==> src/rtl/regfile_scoreboard.sv <==
// 32x32 register file (r0 hard zero) with two bypassed read ports and a
// per-register pending-write scoreboard used by issue for RAW/WAW hold.

module regfile_scoreboard_cnt #(
  parameter int CNT_W = 2
) (
  input  logic             clk,
  input  logic             rst,
  input  logic             i_flush,
  input  logic             i_inc,
  input  logic             i_dec_req,
  output logic [CNT_W-1:0] o_cnt
);
  localparam logic [CNT_W-1:0] MAX = '1;

  logic [CNT_W-1:0] r_cnt;
  logic             w_dec;

  // a writeback with nothing outstanding (e.g. after flush) must not wrap
  assign w_dec = i_dec_req && (r_cnt != '0);

  always_ff @(posedge clk) begin
    if (rst)                                       r_cnt <= '0;
    else if (i_flush)                              r_cnt <= '0;
    else if (i_inc && !w_dec && (r_cnt != MAX))    r_cnt <= r_cnt + 1'b1;
    else if (!i_inc && w_dec)                      r_cnt <= r_cnt - 1'b1;
  end

  assign o_cnt = r_cnt;

  a_no_inc_at_max: assert property (@(posedge clk) disable iff (rst)
    !(i_inc && !w_dec && (r_cnt == MAX)));
endmodule

module regfile_scoreboard #(
  parameter int CNT_W = 2
) (
  input  logic        clk,
  input  logic        rst,
  input  logic [4:0]  wb_idx,
  input  logic        wb_we,
  input  logic [31:0] wb_data,
  input  logic [4:0]  rs0_idx,
  input  logic [4:0]  rs1_idx,
  output logic [31:0] rs0_data,
  output logic [31:0] rs1_data,
  output logic        rs0_busy,
  output logic        rs1_busy,
  input  logic        issue_valid,
  input  logic        issue_we,
  input  logic [4:0]  issue_rd,
  output logic        issue_full,
  input  logic        flush_i
);
  localparam logic [CNT_W-1:0] MAX = '1;

  logic [31:0][31:0]      r_regs;
  logic [31:0][CNT_W-1:0] w_pend;
  logic                   w_inc;

  always_ff @(posedge clk) begin
    if (rst)                           r_regs <= '0;
    else if (wb_we && (wb_idx != 5'd0)) r_regs[wb_idx] <= wb_data;
  end

  assign w_inc     = issue_valid && issue_we;
  assign w_pend[0] = '0;

  for (genvar g = 1; g < 32; g++) begin : g_cnt
    regfile_scoreboard_cnt #(.CNT_W(CNT_W)) u_cnt (
      .clk       (clk),
      .rst       (rst),
      .i_flush   (flush_i),
      .i_inc     (w_inc && (issue_rd == 5'(g))),
      .i_dec_req (wb_we && (wb_idx == 5'(g))),
      .o_cnt     (w_pend[g])
    );
  end

  function automatic logic [31:0] f_rd(input logic [4:0] idx);
    if (idx == 5'd0)                 return 32'd0;
    else if (wb_we && wb_idx == idx) return wb_data;
    else                             return r_regs[idx];
  endfunction

  // a count of one landing this very cycle is already covered by the bypass
  function automatic logic f_busy(input logic [4:0] idx);
    logic w_hit;
    w_hit = wb_we && (wb_idx == idx);
    return (idx != 5'd0) &&
           ((w_pend[idx] > CNT_W'(1)) || ((w_pend[idx] == CNT_W'(1)) && !w_hit));
  endfunction

  assign rs0_data   = f_rd(rs0_idx);
  assign rs1_data   = f_rd(rs1_idx);
  assign rs0_busy   = f_busy(rs0_idx);
  assign rs1_busy   = f_busy(rs1_idx);
  assign issue_full = (issue_rd != 5'd0) && (w_pend[issue_rd] == MAX);
endmodule

==> config.mk <==
export PLATFORM = sky130hd
export DESIGN_NAME = regfile_scoreboard
export DESIGN_NICKNAME = d
export VERILOG_FILES = /design/src/rtl/regfile_scoreboard.sv
export SDC_FILE = /design/constraint.sdc
export NUM_CORES = 2
export LEC_CHECK = 0
export BUFFER_PORTS_ARGS = -buffer_cell sky130_fd_sc_hd__buf_2
export CAP_MARGIN = 40
export CORE_ASPECT_RATIO = 1.25
export CORE_MARGIN = 2
export CORE_UTILIZATION = 46
export CTS_BUF_LIST = sky130_fd_sc_hd__clkbuf_16
export CTS_CLUSTER_SIZE = 16
export DETAILED_ROUTE_END_ITERATION = 16
export HOLD_SLACK_MARGIN = 0.15
export PLACE_DENSITY = 0.69
export SLEW_MARGIN = 10
export SYNTH_ARGS = -nofsm -noshare
export SYNTH_HDL_FRONTEND = slang
export SYNTH_SLANG_ARGS = --single-unit
==> constraint.sdc <==
create_clock -name clk -period 2.75 [get_ports clk]
set_clock_uncertainty 0.1 [all_clocks]
set_input_delay 0.275 -clock clk [delete_from_list [all_inputs] [get_ports clk]]
set_output_delay 0.275 -clock clk [all_outputs]
set_load 0.05 [all_outputs]
==> impl_metrics.env <==
export IMPL_outcome="finished, violations left"
export IMPL_violations="setup timing"
export IMPL_crit_start="r_regs[509]"
export IMPL_die_w_um=320.4
export IMPL_rsz0062_at_grt="yes"
export IMPL_synth_seq_cells=1086
export IMPL_maxCapViolations=0
export IMPL_fmax_ghz=0.3143
export IMPL_routed_wl_um=248400
export IMPL_setup_tns_ns=-8.436
export IMPL_finalCriticalPeriod_ns=3.182
export IMPL_antenna_found_initial=4
export IMPL_grt_pass1_wl_um=358000
export IMPL_finalCritPeriodShare_pct=115.7
export IMPL_clk_insertion_delay_late_ns=0.74
export IMPL_synth_compound_area_share_pct=15.27
export IMPL_dieArea_mm2=0.1280
export IMPL_synth_top_family_by_area="multiplexers"
export IMPL_drv_slew=0
export IMPL_area_delta_synth_final_pct=23.90
export IMPL_first_global_vias=55290
export IMPL_clkTransAtPathRegs_ns=0.07
export IMPL_coreArea_mm2=0.1246
export IMPL_yosys_area_share_simple_pct=17.36
export IMPL_worstMarginPinSlew_ns=0.9906
export IMPL_fp_row_count=145
export IMPL_track_usage_pct=37.56
export IMPL_ant_nets=0
export IMPL_synthArstFlopShare_pct=0
export IMPL_netlist_area_mm2=0.05757
export IMPL_syn_inst=6636
export IMPL_ys_types=59
export IMPL_synthAdderAreaFrac_pct=0
export IMPL_cp_arrival_ns=2.81
export IMPL_crit_fanout=2
export IMPL_die_h_um=399.5
export IMPL_clock_root_buffer="clkbuf_16"
export IMPL_cts_tree="built"
export IMPL_via_per_inst=6.746
export IMPL_synth_xor_area_share_pct=0.1521
export IMPL_drt_iter0_drc=8707
export IMPL_io_pins=125
export IMPL_routabilityCongestion=0.9509
export IMPL_drt_pass1_iterations=8
export IMPL_cellPowerDensity_mw_per_mm2=512.2
export IMPL_ir_drop_mv=0.5139
export IMPL_cp_end_kind="output pin"
export IMPL_drive_gt1_share_pct=28.70
export IMPL_synth_avg_cell_area_um2=8.675
export IMPL_cp_start_kind="flip-flop"
export IMPL_finalSetupViolCount=56
export IMPL_grt_ovfl_total=0
export IMPL_slew_limit_headroom_pct=33.71
export IMPL_yosysWarnings=0
export IMPL_r2r_start="g_cnt[18].u_cnt.o_cnt[0]"
export IMPL_drc=0
export IMPL_place_hpwl_um=152900
export IMPL_final_nets=6859
export IMPL_h_tree_depth=3
export IMPL_final_common_cell="nand2_1"
export IMPL_initial_core_util_pct=46.19
export IMPL_synth_area_mux_share_pct=24.07
export IMPL_yosysSeqAreaShare_pct=37.77
export IMPL_critPathKind="reg2out"
export IMPL_clock_path_buffers=3
export IMPL_cts_sinks=1086
export IMPL_hp_class="in2reg"
export IMPL_synth_edf_count=0
export IMPL_avgRoutedWirePerCell_um=29.17
export IMPL_grt_max_degree=171
export IMPL_required_ns=2.38
export IMPL_hold_viol_final=0
export IMPL_total_leakage_power_nw=24.58
export IMPL_portBuffers=124
export IMPL_cts_made_buffers=109
export IMPL_ys_flop_type="dfxtp_1"
export IMPL_fin_util_pct=57.23
export IMPL_num_vias=57450
export IMPL_final_cell_mix="2073 x nand2_1, 1067 x a21oi_1, 838 x dfxtp_1, 471 x mux4_2, 423 x buf_4"
export IMPL_syn_nets=6694
export IMPL_worstHoldStart="flush_i"
export IMPL_fin_ws_ns=-0.4321
-- metal layers --
metal	routed length, µm	GRT usage (%)	up-vias
met5	10	0	-
met4	26750	33.42	2
met3	32990	10.61	1516
met2	107400	56.83	4715
met1	81220	43.57	27460
li1	-	-	23750
-- Yosys cell counts, drive strengths merged (6+ instances only) --
| master | count | area, µm² |
|---|---|---|
| and3 | 17 | 106.4 |
| mux2 | 109 | 1227 |
| o31ai | 32 | 240.2 |
| nor3 | 67 | 335.3 |
| nand3b | 7 | 52.55 |
| nor3b | 9 | 72.57 |
| a211o | 48 | 420.4 |
| o22ai | 107 | 669.4 |
| o21ai | 80 | 400.4 |
| clkbuf | 535 | 2048 |
| buf | 154 | 974.7 |
| a22o | 22 | 192.7 |
| mux2i | 202 | 2022 |
| dfxtp | 1086 | 21740 |
| or2 | 6 | 37.54 |
| nor2 | 140 | 525.5 |
| a2111oi | 38 | 395.4 |
| o211ai | 18 | 135.1 |
| nand2 | 2108 | 7913 |
| inv | 20 | 75.07 |
| nor2b | 43 | 269.0 |
| xnor2 | 10 | 87.58 |
| a211oi | 17 | 127.6 |
| a21oi | 1092 | 5465 |
| nor4bb | 6 | 60.06 |
| a221oi | 16 | 140.1 |
| nand2b | 7 | 43.79 |
| mux4 | 471 | 10610 |
| and3b | 7 | 61.31 |
| a221o | 23 | 230.2 |
| a31oi | 13 | 81.33 |
| o211a | 12 | 120.1 |
| or3 | 10 | 62.56 |
| nand3 | 70 | 350.3 |
| or3b | 6 | 52.55 |
| o221ai | 10 | 87.58 |
-- metrics by stage --
stage / hold WS, ns / instance area [µm²] / setup WS (ns) / power (mW) / std cells
floorplan: 0.3420 / 57670 / -0.4078 / 18.41 / 6636
global placement: 0.3484 / 63830 / -0.6093 / 20.02 / 8210
detailed placement: 0.3578 / 63830 / -0.5297 / 20.05 / 8210
CTS: 0.1971 / 70210 / -0.4344 / 36.23 / 8484
global route: 0.2592 / 71320 / -0.4494 / 37.21 / 8513
finish: 0.2329 / 71330 / -0.4321 / 36.53 / 8516
-- worst paths after layout --
check	to	slack, ns	cells past startpoint
max	rs1_data[29]	-0.43	5
min	g_cnt[16].u_cnt.o_cnt[1]	0.23	3
max reg2reg	g_cnt[18].u_cnt.o_cnt[0]	1.39	4
min reg2reg	r_regs[758]	0.36	2
-- sequential cells by signal (all words and copies together), names as in the netlist --
name and count:
r_regs 1024, g_cnt.u_cnt.o_cnt 62
-- layout make-up --
cell class | instances | area, µm²
Antenna cell | 4 | 10.01
Clock buffer | 110 | 2753
Clock inverter | 95 | 1057
Fill cell | 10290 | 53310
Inverter | 20 | 75.07
Multi-Input combinational cell | 4841 | 35210
Sequential cell | 1086 | 22060
Tap cell | 1617 | 2023
Timing Repair Buffer | 743 | 8139
-- worst max-delay path, cell delays in order (launching register included) --
cell and delay (ns):
dfxtp_2 0.34, mux4_2 0.48, mux4_2 0.51, and3_4 0.19, a221o_1 0.35, buf_12 0.19
-- power by group --
part / switching [mW] / internal (mW)
logic: 2.69 / 1.64
clock network: 7.01 / 9.27
registers: 0.0853 / 15.8
total: 9.79 / 26.7
-- logic make-up after synthesis --
kind of cell,after synthesis
and+or+nand+nor,2511
AOI/OAI and AO/OA,1538
DFF,1086
muxes,782
buffers and inverters,709
xor gates and xnor gates,10
-- timing repair --
action | 4_1_cts | 5_1_grt
hold buffers | 41 | 0
endpoints found under the hold margin | 1016 | 0
pin swaps | 143 | 67
setup endpoints to repair | 67 | 66
cloned | 3 | 3
gates resized for setup | 495 | 197
buffers inserted | 55 | 27
Power figures use the tool's default switching activity.
